$ cat config.mk
export PLATFORM = sky130hd
export DESIGN_NAME = id_ex_stage
export DESIGN_NICKNAME = d
export VERILOG_FILES = /design/src/rtl/core_pkg.sv /design/src/rtl/hazard_detect.sv /design/src/rtl/id_ex_stage.sv
export SDC_FILE = /design/constraint.sdc
export NUM_CORES = 1
export LEC_CHECK = 0
export CAP_MARGIN = 10
export CELL_PAD_IN_SITES_DETAIL_PLACEMENT = 0
export CELL_PAD_IN_SITES_GLOBAL_PLACEMENT = 1
export CORE_AREA = 3 3 226 228
export CTS_CLUSTER_SIZE = 14
export DETAILED_ROUTE_END_ITERATION = 8
export DIE_AREA = 0 0 229 231
export DONT_BUFFER_PORTS = 1
export GPL_TIMING_DRIVEN = 0
export HOLD_SLACK_MARGIN = 0.15
export PLACE_DENSITY_LB_ADDON = 0.25
export SLEW_MARGIN = 10
export SYNTH_ARGS = -nofsm -noshare
export SYNTH_HDL_FRONTEND = slang
export SYNTH_SLANG_ARGS = --single-unit
$ cat constraint.sdc
create_clock -name clk -period 11.85 [get_ports clk]
set_input_delay 2.37 -clock clk [delete_from_list [all_inputs] [get_ports clk]]
set_output_delay 2.37 -clock clk [all_outputs]
set_load 0.005 [all_outputs]
$ cat src/rtl/core_pkg.sv
// core_pkg: shared constants and control bundle for the 5-stage RV64 core.
package core_pkg;
    localparam int XLEN = 64;
    localparam logic [6:0] OP_R    = 7'b0110011;
    localparam logic [6:0] OP_LD   = 7'b0000011;
    localparam logic [6:0] OP_SD   = 7'b0100011;
    localparam logic [6:0] OP_BEQ  = 7'b1100011;
    localparam logic [6:0] OP_ADDI = 7'b0010011;
    localparam logic [1:0] ALUOP_ADD   = 2'b00;
    localparam logic [1:0] ALUOP_BR    = 2'b01;
    localparam logic [1:0] ALUOP_FUNCT = 2'b10;
    typedef struct packed {
        logic       branch;
        logic       mem_read;
        logic       mem_to_reg;
        logic [1:0] alu_op;
        logic       mem_write;
        logic       alu_src;
        logic       reg_write;
    } ctrl_t;
endpackage

$ cat src/rtl/hazard_detect.sv
// hazard_detect: combinational load-use stall; a pending flush overrides it.
module hazard_detect (
    input  logic       id_valid,
    input  logic [4:0] id_rs1,
    input  logic [4:0] id_rs2,
    input  logic       id_alu_src,
    input  logic       id_mem_write,
    input  logic       ex_valid,
    input  logic       ex_mem_read,
    input  logic [4:0] ex_rd,
    input  logic       flush,
    output logic       stall
);
    logic uses_rs2;
    always_comb begin
        uses_rs2 = !id_alu_src || id_mem_write;
        stall = !flush && id_valid && ex_valid && ex_mem_read && ex_rd != 5'd0 &&
                (ex_rd == id_rs1 || (uses_rs2 && ex_rd == id_rs2));
    end
endmodule

$ cat src/rtl/id_ex_stage.sv
// id_ex_stage: ID/EX pipeline register with load-use bubble insertion,
// flush squash and a saturating bubble counter.
module id_ex_stage #(
    parameter int XLEN  = core_pkg::XLEN,
    parameter int CNT_W = 16
) (
    input  logic             clk,
    input  logic             reset,
    input  logic             id_valid,
    input  logic             id_branch,
    input  logic             id_MemRead,
    input  logic             id_MemToReg,
    input  logic [1:0]       id_ALUOp,
    input  logic             id_MemWrite,
    input  logic             id_ALUSrc,
    input  logic             id_RegWrite,
    input  logic [4:0]       id_rs1,
    input  logic [4:0]       id_rs2,
    input  logic [4:0]       id_rd,
    input  logic [XLEN-1:0]  id_read_data1,
    input  logic [XLEN-1:0]  id_read_data2,
    input  logic [XLEN-1:0]  id_imm,
    input  logic [XLEN-1:0]  id_pc,
    input  logic [3:0]       id_funct4,
    input  logic             flush,
    output logic             ex_valid,
    output logic             ex_branch,
    output logic             ex_MemRead,
    output logic             ex_MemToReg,
    output logic [1:0]       ex_ALUOp,
    output logic             ex_MemWrite,
    output logic             ex_ALUSrc,
    output logic             ex_RegWrite,
    output logic [4:0]       ex_rs1,
    output logic [4:0]       ex_rs2,
    output logic [4:0]       ex_rd,
    output logic [XLEN-1:0]  ex_read_data1,
    output logic [XLEN-1:0]  ex_read_data2,
    output logic [XLEN-1:0]  ex_imm,
    output logic [XLEN-1:0]  ex_pc,
    output logic [3:0]       ex_funct4,
    output logic             stall,
    output logic             pc_write,
    output logic             ifid_write,
    output logic [CNT_W-1:0] bubble_count
);
    import core_pkg::*;

    ctrl_t            id_ctrl, ctrl_d, ctrl_q;
    logic             valid_d, valid_q, bubble;
    logic [4:0]       rs1_d, rs1_q, rs2_d, rs2_q, rd_d, rd_q;
    logic [XLEN-1:0]  rd1_d, rd1_q, rd2_d, rd2_q, imm_d, imm_q, pc_d, pc_q;
    logic [3:0]       funct4_d, funct4_q;
    logic [CNT_W-1:0] cnt_d, cnt_q;

    hazard_detect u_hazard (
        .id_valid    (id_valid),
        .id_rs1      (id_rs1),
        .id_rs2      (id_rs2),
        .id_alu_src  (id_ALUSrc),
        .id_mem_write(id_MemWrite),
        .ex_valid    (valid_q),
        .ex_mem_read (ctrl_q.mem_read),
        .ex_rd       (rd_q),
        .flush       (flush),
        .stall       (stall)
    );

    always_comb begin
        id_ctrl  = '{id_branch, id_MemRead, id_MemToReg, id_ALUOp, id_MemWrite, id_ALUSrc, id_RegWrite};
        bubble   = flush || stall;
        valid_d  = bubble ? 1'b0 : id_valid;
        ctrl_d   = (bubble || !id_valid) ? '0 : id_ctrl;
        rs1_d    = bubble ? '0 : id_rs1;
        rs2_d    = bubble ? '0 : id_rs2;
        rd_d     = bubble ? '0 : id_rd;
        rd1_d    = bubble ? '0 : id_read_data1;
        rd2_d    = bubble ? '0 : id_read_data2;
        imm_d    = bubble ? '0 : id_imm;
        pc_d     = bubble ? '0 : id_pc;
        funct4_d = bubble ? '0 : id_funct4;
        // only a squashed or held real instruction counts as a bubble
        cnt_d    = (bubble && id_valid && !(&cnt_q)) ? cnt_q + 1'b1 : cnt_q;
    end

    always_ff @(posedge clk or posedge reset) begin
        if (reset) begin
            valid_q  <= 1'b0;
            ctrl_q   <= '0;
            rs1_q    <= '0;
            rs2_q    <= '0;
            rd_q     <= '0;
            rd1_q    <= '0;
            rd2_q    <= '0;
            imm_q    <= '0;
            pc_q     <= '0;
            funct4_q <= '0;
            cnt_q    <= '0;
        end else begin
            valid_q  <= valid_d;
            ctrl_q   <= ctrl_d;
            rs1_q    <= rs1_d;
            rs2_q    <= rs2_d;
            rd_q     <= rd_d;
            rd1_q    <= rd1_d;
            rd2_q    <= rd2_d;
            imm_q    <= imm_d;
            pc_q     <= pc_d;
            funct4_q <= funct4_d;
            cnt_q    <= cnt_d;
        end
    end

    assign ex_valid      = valid_q;
    assign ex_branch     = ctrl_q.branch;
    assign ex_MemRead    = ctrl_q.mem_read;
    assign ex_MemToReg   = ctrl_q.mem_to_reg;
    assign ex_ALUOp      = ctrl_q.alu_op;
    assign ex_MemWrite   = ctrl_q.mem_write;
    assign ex_ALUSrc     = ctrl_q.alu_src;
    assign ex_RegWrite   = ctrl_q.reg_write;
    assign ex_rs1        = rs1_q;
    assign ex_rs2        = rs2_q;
    assign ex_rd         = rd_q;
    assign ex_read_data1 = rd1_q;
    assign ex_read_data2 = rd2_q;
    assign ex_imm        = imm_q;
    assign ex_pc         = pc_q;
    assign ex_funct4     = funct4_q;
    assign pc_write      = !stall;
    assign ifid_write    = !stall;
    assign bubble_count  = cnt_q;
endmodule

==> results of run 1 <==
[layer usage]
metal / share of wire / vias to the layer above / GRT usage
li1: - / 2262 / -
met1: 0.34 / 2636 / 0.1231
met2: 0.50 / 346 / 0.2017
met3: 0.13 / 53 / 0.06774
met4: 0.024 / 6 / 0.03549
met5: 0.0013 / - / 0
[metrics by stage]
stage | worst slack (ns) | std cells | setup TNS [ns] | utilization
after floorplan | 1.191 | 706 | 0 | -
after global placement | -2.502 | 1370 | -736.03 | 0.2219
after detailed placement | 6.162 | 1372 | 0 | 0.2232
after CTS | 6.166 | 1432 | 0 | 0.2472
after global routing | 6.099 | 1433 | 0 | 0.2472
final | 6.173 | 1436 | 0 | 0.2474
[cells in the final DEF, fill, tap and decap left out, types with 4 or more instances in the layout]
cell type  Yosys  layout
and2_1       276     276
and3_1        11      11
buf_2          4       4
clkbuf_1       8      14
clkbuf_16      0      37
clkbuf_2      22      22
clkbuf_8       0       7
clkinv_2       0       5
dfrtp_1      300     300
diode_2        0       4
nand2_1        9       9
nand3_1       11      11
nand4_1        5       5
nor2_1         4       4
nor3_1         6       6
or3_1          4       4
xnor2_1       17      17
xor2_1         5       5
[sequential cells by signal (all words and copies together), names as in the netlist, 2 cells and up]
register / count
bubble_count: 16
ex_read_data1: 64
ex_rd: 5
ex_pc: 64
ex_rs1: 5
ex_funct4: 4
ex_read_data2: 64
ex_rs2: 5
ex_ALUOp: 2
ex_imm: 64
[worst max-delay path by stage]
stage | start | to | slack [ns] | cells after the start
floorplan | reset | bubble_count[0] | 1.19 | 1
global placement | reset | ex_imm[5] | -2.50 | 1
detailed placement | id_rs2[0] | pc_write | 6.16 | 5
CTS | id_rs2[0] | pc_write | 6.17 | 5
global route | id_valid | pc_write | 6.10 | 5
finish | id_valid | pc_write | 6.17 | 5
[synth_stat cells, drive strengths merged]
library cell    n
nand3          11
nand2          10
clkbuf         30
buf             7
or2             2
inv             3
mux2            3
nand4b          1
xnor2          18
dfrtp         300
a21o            1
and3           11
ha              1
o22ai           1
or4             1
nor4            1
nor3            6
o2111ai         1
nor3b           1
a21oi           2
nor2            4
xor2            5
nand2b          1
and2          276
or3             4
nand4           5
[worst register-to-register path: cells and delay by family, from the launching register on]
kind | cells | cell delay (ns)
flops | 1 | 0.46
compound gates | 3 | 0.78
xor+xnor | 1 | 0.18
buf+inv | 2 | 0.70
simple gates | 1 | 0.23
[final cells by class]
class | count | area [um2] | area share
Inverter | 3 | 18.77 | 0.001547
Timing Repair Buffer | 2 | 55.05 | 0.004537
Sequential cell | 300 | 7507 | 0.6187
Multi-Input combinational cell | 366 | 2349 | 0.1935
Clock inverter | 10 | 132.6 | 0.01093
Tap cell | 664 | 830.8 | 0.06847
Buffer | 37 | 186.4 | 0.01536
Antenna cell | 4 | 10.01 | 0.0008249
Clock buffer | 50 | 1045 | 0.08610
[where the power goes]
| part | switching (mW) | leakage (nW) | internal [mW] |
|---|---|---|---|
| combinational | 0.0647 | 1.14 | 0.0447 |
| sequential | 0.0533 | 3.88 | 1.08 |
| clock | 0.420 | 0.584 | 0.678 |
| total | 0.538 | 5.60 | 1.81 |
[cell families (layout without fill, tap and decap cells)]
| family | Yosys count | after routing | synth area share |
|---|---|---|---|
| and+or+nand+nor | 334 | 334 | 0.2040 |
| DFF | 300 | 300 | 0.7467 |
| buffers and inverters | 40 | 102 | 0.01966 |
| xor gates and xnor gates | 23 | 23 | 0.02078 |
| AOI/OAI and AO/OA | 5 | 5 | 0.004231 |
| muxes | 3 | 3 | 0.003360 |
| adders and majority gates | 1 | 1 | 0.001244 |
| other | 0 | 4 | 0 |
==> results.md, run 1 <==
- The flow ran to the end, and the final reports show no timing, DRC or antenna violations.
- The clock insertion delay at the later pin of the skew report is 0.52 ns.
- The capturing element type of the critical path is an output pin.
- The worst register-to-register path begins at ex_rd[0].
- For this design, the sink count on the clock tree is 300.
- The pin count of the biggest net entering global routing is 113.
- The final count of negative-setup-slack endpoints is 0.
- Of the synthesized area, sequential elements account for 0.7467.
- Buffers inserted to repair hold after CTS numbered 0.
- Once detail routing completed, the nets flagged for antenna violations numbered 0.
- The analysis attributes to cell leakage a power of 5.602 nW.
- The slew at the pin closest to its max-slew limit is 0.7095 ns.
- The first routing iteration left 222 violations.
- The peak supply drop is 0.08933 mV.
- The fraction of post-synthesis cell area in the top cell type by area is 0.7467.
- Buffers placed on the I/O ports in this run total 0.
- The leftover overflow at the end of global routing is 0.
- Final hold analysis gives a worst-case slack of 0.5579 ns.
- The count of final hold-check violations is 0.
- The number of antenna violations at the first check in global routing is 9.
- Post-CTS repair changed the size of 0 cells.
- TritonCTS created 35 clock buffers.
- In this run the vertical extent of the chip is 231 um.
- The area growth from synthesis to layout is 20.70%.
- The setup check on the worst reg-to-reg path leaves a slack of 9.41 ns.
- The pre-antenna-repair detailed-routing pass consisted of 6 iterations.
- The cell row count is 81.
- Of the available clock period, the critical path in the final layout requires 0.4791.
- The via count of the first global-routing pass came to 5951.
- The total routed wirelength is 32470 um.
- The worst min-delay path endpoint is bubble_count[9].
- Across every metal layer, demand over resource in global routing totals 0.1180.
- Along the worst hold path, the cell count comes to 1.
- Clock-pin slew was measured on the worst setup and hold paths at 0.06 ns.
- The first global-routing pass estimated 45250 um of wire.
- Detailed placement finished with a half-perimeter wire length of 25350 um.
- The remaining routing DRC violations is 0.
- In this design, the largest share of critical-path delay is due to buffers and inverters.
- Counting cells, the worst reg-to-reg path comes to 7.
- The x dimension of the die is 229 um.
- In the final routed layout, each cell accounts on average for 22.61 um.
- The max-cap check violation count is 0.
- STA classifies the critical path startpoint as an input port.
- In this run the deepest clock path goes through 3 buffers.
- The count of boundary I/O pins is 590.
- The final design area excluding fillers is 0.01213 mm2.
- The initial core utilization is 0.2050.
- The final max-slew violation count came to 0.
- The filler cells instantiated in the layout total 5209.
- The root cell of the clock tree is clkbuf_16.
- The biggest area contributor in the post-synthesis netlist is dfrtp_1.
- The critical path goes through buf_2, nand4b_1, a21oi_1, nand2_1, buf_4.
- In this run the critical register-to-register path is captured at ex_pc[53].
- The unique cell type count in the Yosys netlist is 33.
- Summing over every cut layer, the via total after detailed routing is 5303.
- The maximum achievable frequency is 0.1761 GHz.
- The number of buffers and inverters on the critical path is 2.
- The class of the most critical setup path is in -> out.
- The CTS tree is done.
- The area of the core region is 0.04905 mm2.
- The path class of the tightest hold or removal check is reg -> reg.
- After layout, the minimum clock period comes to 5.677 ns.
- In the final layout, the share of cells above drive strength 1 is 0.1211.
- On the worst path, the slowest cell contributes a delay of 0.25 ns.
- At the worst endpoint, the required time is 9.48 ns.
- The instance area at placement is 0.01095 mm2.
- During synthesis, Yosys emitted a total of 0 warnings.
- After synthesis, the cell types taking the most area are dfrtp_1, and2_1, xnor2_1.
- The biggest fanout along the worst timing path is 9.
- The register bit total from synthesis is 300.
- Averaged over all synthesized cells, the footprint is 14.24 um2.
- Setup repair after global routing left no endpoint under its margin.
- The relative max-transition margin is 0.5270.
- The number of setup buffers added after CTS is 0.
- The gate count of the mapped netlist is 706.
- The power density relative to cell area is 193.2 mW/mm2.
- After the last flow step, the layout net total stands at 1033.
- The routability congestion estimate is 0.8068.
- Power comes to 2.344 mW.
- The H-tree level count is 2.
- The die covers 0.05290 mm2.
- The routed via count divided by cell count is 3.693.
- The slowest cell on the critical path is a21oi_1.
- Data arrives at the worst endpoint at 3.31 ns.
- After synthesis the cells add up to 0.01005 mm2.
- The worst hold path begins at bubble_count[9].
- On the final layout, the worst clock skew is 0.009999 ns.
- Counting every net in the synthesized netlist gives 994.
(Power assumes the default switching activity.)
==> inputs of run 2 (changes only) <==
Settings changed: CORE_AREA 3 3 226 228 to 3 3 232 234, DIE_AREA 0 0 229 231 to 0 0 235 237.
Clock period 11.85 ns to 4.75 ns, I/O delays scaled along.
==> run 2 against run 1 <==
Sequential share of layout area is 0.63 points lower. Critical path depth stayed put. Highest routed layer unchanged. Cell area up 1.0%. Combinational power rose to 2.6 times the previous value. Final cell count increased by 2.6%. Clock power increased by 150%.
==> results.md, run 2 (synthesis results as in run 1) <==
- The worst setup path is launched from a flop.
- The clock insertion delay at the later pin of the skew report is 0.53 ns (about the same).
- The maximum achievable frequency is 0.3449 GHz.
- The critical path starts at ex_rd[4].
- The kind of cell with the highest combined delay on the critical path is flip-flops.
- The total area of multi-input combinational cells is 0.002349 mm2 (unchanged).
- The die boundary height is 237 um (+2.6%).
- The clock power share was 0.464 (-0.004).
- The setup total negative slack was 0 ns (unchanged).
- The H-tree level count is 2 (unchanged).
- The remaining routing DRC violations came to 0 (unchanged).
- The count of cell instances traversed by the critical path is 5 (unchanged).
- The total of cells resized after clock tree synthesis is 0 (unchanged).
- The count of boundary I/O pins is 590 (unchanged).
- In the layout the commonest cells are dfrtp_1, and2_1, clkbuf_16.
- The portion of the clock cycle consumed by the worst path in the final layout is 0.6103.
- The full die area came to 0.05570 mm2 (+5.3%).
- The leftover overflow at the end of global routing is 0 (unchanged).
- The proportion of power drawn by combinational gates is 0.049 (+0.002).
- The largest incremental delay on the critical path is 0.48 ns (+0.23 ns).
- The share of layout cells above drive strength 1 is 0.1277 (+0.006648).
- The tightest min-delay check is of the in -> async type.
- The number of search-and-repair iterations in the first detailed-routing pass is 4 (-2).
- The via count of the first global-routing pass came to 6022 (+1.2%).
- The pin count of the biggest net entering global routing came to 39 (-65%).
- The share of total power consumed by net switching was 0.2382 (+0.008593).
- The standby leakage power came to 5.614 nW (+0.22%).
- The routed via count divided by cell count is 3.660 (-0.89%).
- The biggest fanout along the worst timing path is 4 (-5).
- The number of nets with antenna violations after routing is 0 (unchanged).
- The number of instances in the placed design is 1402 (+2.2%).
- The class of the most critical setup path is reg -> out.
- The number of violations reported at the end of detailed-routing iteration 0 is 253 (+14%).
- The total power of the final layout is 5.813 mW (+150%).
- The final net count is 1039 (+0.58%).
- The initial core utilization is 0.1925 (-0.01249).
- Counting I/O delays and the setup requirement, the final critical path takes 2.899 ns.
- The required time of the critical path came to 3.80 ns (-5.68 ns).
- The half-perimeter wire length of the detailed placement result came to 25020 um (-1.3%).
- The final core utilization is 0.2347 (-0.01268).
- The capturing instance or port of the critical path is pc_write.
- The post-CTS clock slew at the launch and capture registers of the worst setup and hold paths was 0.06 ns (about the same).
- The port buffer count is 0 (unchanged).
- The final hold slack is 0.3210 ns (-0.2368 ns).
- The part of the total power dissipated in sequential elements is 0.487 (+0.002).
- STA classifies the critical path endpoint as an output pin.
- The number of antenna violations at the first check in global routing is 10 (+1).
- The net load switching power is 1.385 mW (+160%).
- The total internal power was 4.428 mW (+150%).
- Among all stages on the critical path, the largest delay is contributed by dfrtp_1.
- The final max-slew violation count is 0 (unchanged).
- The number of CTS-inserted buffers was 35 (unchanged).
- The buffer and inverter count on the worst path is 1 (-1).
- Setup repair after global routing left no endpoint under its margin.
- The overall via count from detail_route came to 5391 (+1.7%).
- The routability congestion estimate is 0.7748 (-4.0%).
- The hold buffer count at cts came to 0 (unchanged).
- The max-cap check violation count is 0 (unchanged).
- The cell row count is 84 (+3.7%).
- The final non-filler cell total was 1473 (+2.6%).
- The run finished with clean final reports.
- The post-CTS setup buffer count is 0 (unchanged).
- The final worst clock skew is 0.02314 ns (+0.01314 ns).
- The total routed wirelength was 32280 um (-0.61%).
- The critical path data arrival time is 1.95 ns (-1.36 ns).
- The CTS tree is done.
- The critical path goes through xnor2_1, o2111ai_1, o22ai_2, nand2_1, buf_4.
- The deepest clock path buffer count is 3 (unchanged).
- The wire length of the first global-routing pass came to 45430 um (+0.40%).
- The clock sink count came to 300 (unchanged).
- The length in cells of the worst reg-to-reg path is 7 (unchanged).
- The layout filler cell count is 5467 (+5.0%).
- The worst reg2reg path endpoint is ex_pc[54].
- The area of the core region was 0.05224 mm2 (+6.5%).
- The final count of negative-setup-slack endpoints was 0 (unchanged).
- The relative max-transition margin is 0.5990 (+0.07200).
- The global-route usage over all layers is 0.1110 (-0.006929).
- The flip-flop and latch area is 0.007507 mm2 (unchanged).
- The peak supply drop is 0.2115 mV (+140%).
- In this run the clock root is driven by a clkbuf_16.
- Leaving out fill and tap cells, the most frequent cell in the layout is dfrtp_1.
- The slew at the pin closest to its max-slew limit came to 0.6016 ns (-0.1080 ns).
- The power density relative to cell area is 474.2 mW/mm2 (+150%).
- The count of final hold-check violations is 0 (unchanged).
- Compared with the post-synthesis result, the final layout area differs by 21.94%.
- The worst-case register-to-register setup slack is 2.25 ns (-7.16 ns).
- The startpoint identified for the worst register-to-register timing path is ex_rd[4].
- The x dimension of the die is 235 um (+2.6%).
- The mean routed wirelength per cell was 21.91 um (-3.1%).
[run 2: worst min path at each step]
| stage | slack, ns | depth (start not counted) | to | start |
|---|---|---|---|---|
| finish | 0.32 | 1 | ex_read_data1[7] | reset |
| global route | 0.32 | 1 | ex_read_data1[7] | reset |
| CTS | 0.29 | 1 | ex_pc[53] | reset |
| detailed placement | 0.56 | 1 | bubble_count[11] | bubble_count[11] |
| global placement | 0.56 | 1 | bubble_count[11] | bubble_count[11] |
| floorplan | 0.49 | 1 | bubble_count[9] | bubble_count[9] |
[run 2: cell type report]
type,instances,area share
clock inverters,12,0.01194
flip-flops and latches,300,0.6124
clock buffers,49,0.08236
diodes,10,0.002041
well taps,688,0.07022
inverters,3,0.001225
plain buffers,37,0.01521
repair buffers,8,0.01306
multi-input cells,366,0.1916
[run 2: through the flow]
step	area (um2)	setup slack, ns
floorplan	10060	-0.1871
global placement	10920	-2.007
detailed placement	11080	1.639
CTS	12230	1.757
global route	12240	1.665
finish	12260	1.851
[run 2: power groups by stage]
stage | Combinational (mW) | Sequential [mW] | Clock, mW
6_report | 0.284 | 2.83 | 2.70
5_1_grt | 0.330 | 2.84 | 2.92
4_1_cts | 0.297 | 2.84 | 2.82
3_5_place_dp | 0.296 | 2.88 | 0
3_3_place_gp | 0.274 | 2.89 | 0
2_1_floorplan | 0.207 | 2.83 | 0
[run 2: routing by layer]
metal / global-route usage / wire (um) / share of wire / vias to the layer above
met2: 0.1922 / 16520 / 0.51 / 306
met4: 0.03320 / 802 / 0.025 / 4
met3: 0.05509 / 3199 / 0.099 / 63
met1: 0.1193 / 11730 / 0.36 / 2730
met5: 0 / 22 / 0.00068 / -
li1: - / - / - / 2288
==> inputs of run 3 (changes only) <==
Clock period 4.75 ns to 2.5 ns, I/O delays scaled along.
==> run 3 against run 2 <==
Cell area increased by 23%. Worst hold slack improved by 0.037 ns. Via count increased by 20%. Sequential power increased by 90%. Global-route usage increased by 0.81 points. Setup slack got worse by 1.7 ns. Sequential cell count unchanged. Die area unchanged. Critical endpoint unchanged. Largest cell class unchanged. Highest routed layer unchanged.
==> results.md, run 3 (synthesis results as in run 1) <==
- The flow ran to the end, and the final reports show no timing, DRC or antenna violations.
- The total routed wirelength is 34270 um (+6.2%).
- The CTS tree is done.
- The library cell used most frequently in the layout, excluding fill and tap cells, is dfrtp_1.
- The maximum achievable frequency is 0.4206 GHz.
- The x dimension of the die is 235 um (unchanged).
- The layout overhead on the synthesized area is 50.33%.
- The overall via count from detail_route is 6474 (+20%).
- The mean routed wirelength per cell is 19.59 um (-11%).
- The length in cells of the worst reg-to-reg path is 6 (-1).
- The total power of the final layout came to 11.43 mW (+97%).
- The number of CTS-inserted buffers was 35 (unchanged).
- The critical path data arrival time is 1.88 ns (-0.07 ns).
- The count of final hold-check violations came to 0 (unchanged).
- The post-CTS clock slew at the launch and capture registers of the worst setup and hold paths was 0.06 ns (about the same).
- STA classifies the critical path endpoint as an output pin.
- The pin count of the biggest net entering global routing came to 39 (unchanged).
- The routability congestion estimate was 0.7748 (unchanged).
- The startpoint of the worst setup timing path is ex_rd[2].
- The post-CTS setup buffer count is 0 (unchanged).
- The setup total negative slack is 0 ns (unchanged).
- The slew at the pin closest to its max-slew limit is 0.5405 ns (-0.06103 ns).
- The worst setup path is launched from a flop.
- The port buffer count is 0 (unchanged).
- The class of the most critical setup path is reg -> out.
- The H-tree level count was 2 (unchanged).
- The wire length of the first global-routing pass is 50190 um (+10%).
- The worst reg2reg path endpoint is ex_ALUOp[0].
- Setup repair after global routing could not meet its margin everywhere.
- The capturing instance or port of the critical path is pc_write.
- The initial core utilization came to 0.1925 (unchanged).
- The via count of the first global-routing pass is 7454 (+24%).
- The half-perimeter wire length of the detailed placement result is 25020 um (unchanged).
- The cell count of the worst hold path is 3.
- The peak supply drop came to 0.3993 mV (+89%).
- The clock sink count came to 300 (unchanged).
- The power density relative to cell area is 756.1 mW/mm2 (+59%).
- The leftover overflow at the end of global routing came to 0 (unchanged).
- The clock insertion delay at the later pin of the skew report is 0.53 ns (about the same).
- The final worst clock skew came to 0.02205 ns (-0.001089 ns).
- The worst-case register-to-register setup slack is 0.26 ns (-1.99 ns).
- The remaining routing DRC violations is 0 (unchanged).
- The routed via count divided by cell count is 3.702 (+1.1%).
- The final net count came to 1323 (+27%).
- The final max-slew violation count is 0 (unchanged).
- The number of antenna violations at the first check in global routing was 5 (-5).
- The required time of the critical path is 2.00 ns (-1.80 ns).
- The count of boundary I/O pins came to 590 (unchanged).
- The die boundary height is 237 um (unchanged).
- The number of nets with antenna violations after routing is 0 (unchanged).
- The share of layout cells above drive strength 1 came to 0.09821 (-0.02954).
- The deepest clock path buffer count is 3 (unchanged).
- The final count of negative-setup-slack endpoints came to 0 (unchanged).
- The global-route usage over all layers is 0.1191 (+0.008074).
- In this run the worst hold path is classified as in -> reg.
- The area of the core region is 0.05224 mm2 (unchanged).
- In the layout the commonest cells are dfrtp_1, dlygate4sd3_1, and2_1.
- The portion of the clock cycle consumed by the worst path in the final layout is 0.9510.
- The cell row count was 84 (unchanged).
- Counting I/O delays and the setup requirement, the final critical path takes 2.378 ns.
- The full die area is 0.05570 mm2 (unchanged).
- The standby leakage power is 6.805 nW (+21%).
- The relative max-transition margin is 0.6397 (+0.04069).
- The max-cap check violation count is 0 (unchanged).
- The number of violations reported at the end of detailed-routing iteration 0 is 268 (+5.9%).
- The number of search-and-repair iterations in the first detailed-routing pass is 4 (unchanged).
- In this run the critical register-to-register path is launched from ex_rd[1].
- The start point of the worst hold path is id_valid.
- CTS placed an instance of clkbuf_16 at the clock tree root.
- The biggest fanout along the worst timing path is 4 (unchanged).
## run 3: cell types whose count changed in the layout (fill, tap and decap cells not counted), moves of 3 or more
cell	delta
dfrtp_1	-3
dfrtp_2	+3
dlygate4sd3_1	+284
diode_2	-8
## run 3: final cells by class
cell class | instances | area, um2
well taps | 688 | 860.8
plain buffers | 37 | 188.9
inverters | 3 | 15.01
diodes | 2 | 5.005
clock inverters | 12 | 146.4
repair buffers | 292 | 3003
clock buffers | 49 | 1010
multi-input cells | 366 | 2374
flip-flops and latches | 300 | 7511
fillers | 5275 | 37120
## run 3: worst max-delay path, cell delays in order, from the launching register on
cell and delay (ns):
dfrtp_2 0.46, xnor2_2 0.16, o2111ai_1 0.18, o22ai_4 0.25, nand2_2 0.13, buf_4 0.17
## run 3: stage by stage
step	cells	util	instance area, um2	setup slack [ns]	hold WS, ns
after floorplan	706	-	10060	-1.987	0.4876
after global placement	1394	0.2090	10920	-3.807	0.5622
after detailed placement	1402	0.2121	11080	-0.2069	0.4482
after CTS	1747	0.2890	15100	0.01012	0.3052
after global routing	1748	0.2893	15110	-0.01933	0.3467
final	1749	0.2893	15110	0.1225	0.3576
## run 3: how the worst min path moves through the flow
| stage | endpoint | slack (ns) |
|---|---|---|
| after floorplan | bubble_count[9] | 0.49 |
| after global placement | bubble_count[11] | 0.56 |
| after detailed placement | ex_read_data1[7] | 0.45 |
| after CTS | bubble_count[11] | 0.31 |
| after global routing | bubble_count[2] | 0.35 |
| final | bubble_count[11] | 0.36 |
## run 3: where the power goes
part | total [mW] | leakage (nW) | internal [mW] | switching (mW)
clock network | 5.13 | 0.552 | 3.05 | 2.08
logic | 0.919 | 2.38 | 0.524 | 0.395
registers | 5.38 | 3.87 | 5.14 | 0.246
## run 3: what timing repair did
action / in CTS / in global routing
setup endpoints to repair: 38 / 3
pin swaps: 3 / 1
hold endpoints to repair: 301 / 0
hold buffers: 284 / 0
resized for setup: 6 / 2
## run 3: per-layer routing
layer  GRT usage  wire (um)
met3     0.04915       3031
met4     0.03784        895
met1      0.1320      12630
met2      0.2079      17650
met5           0         55
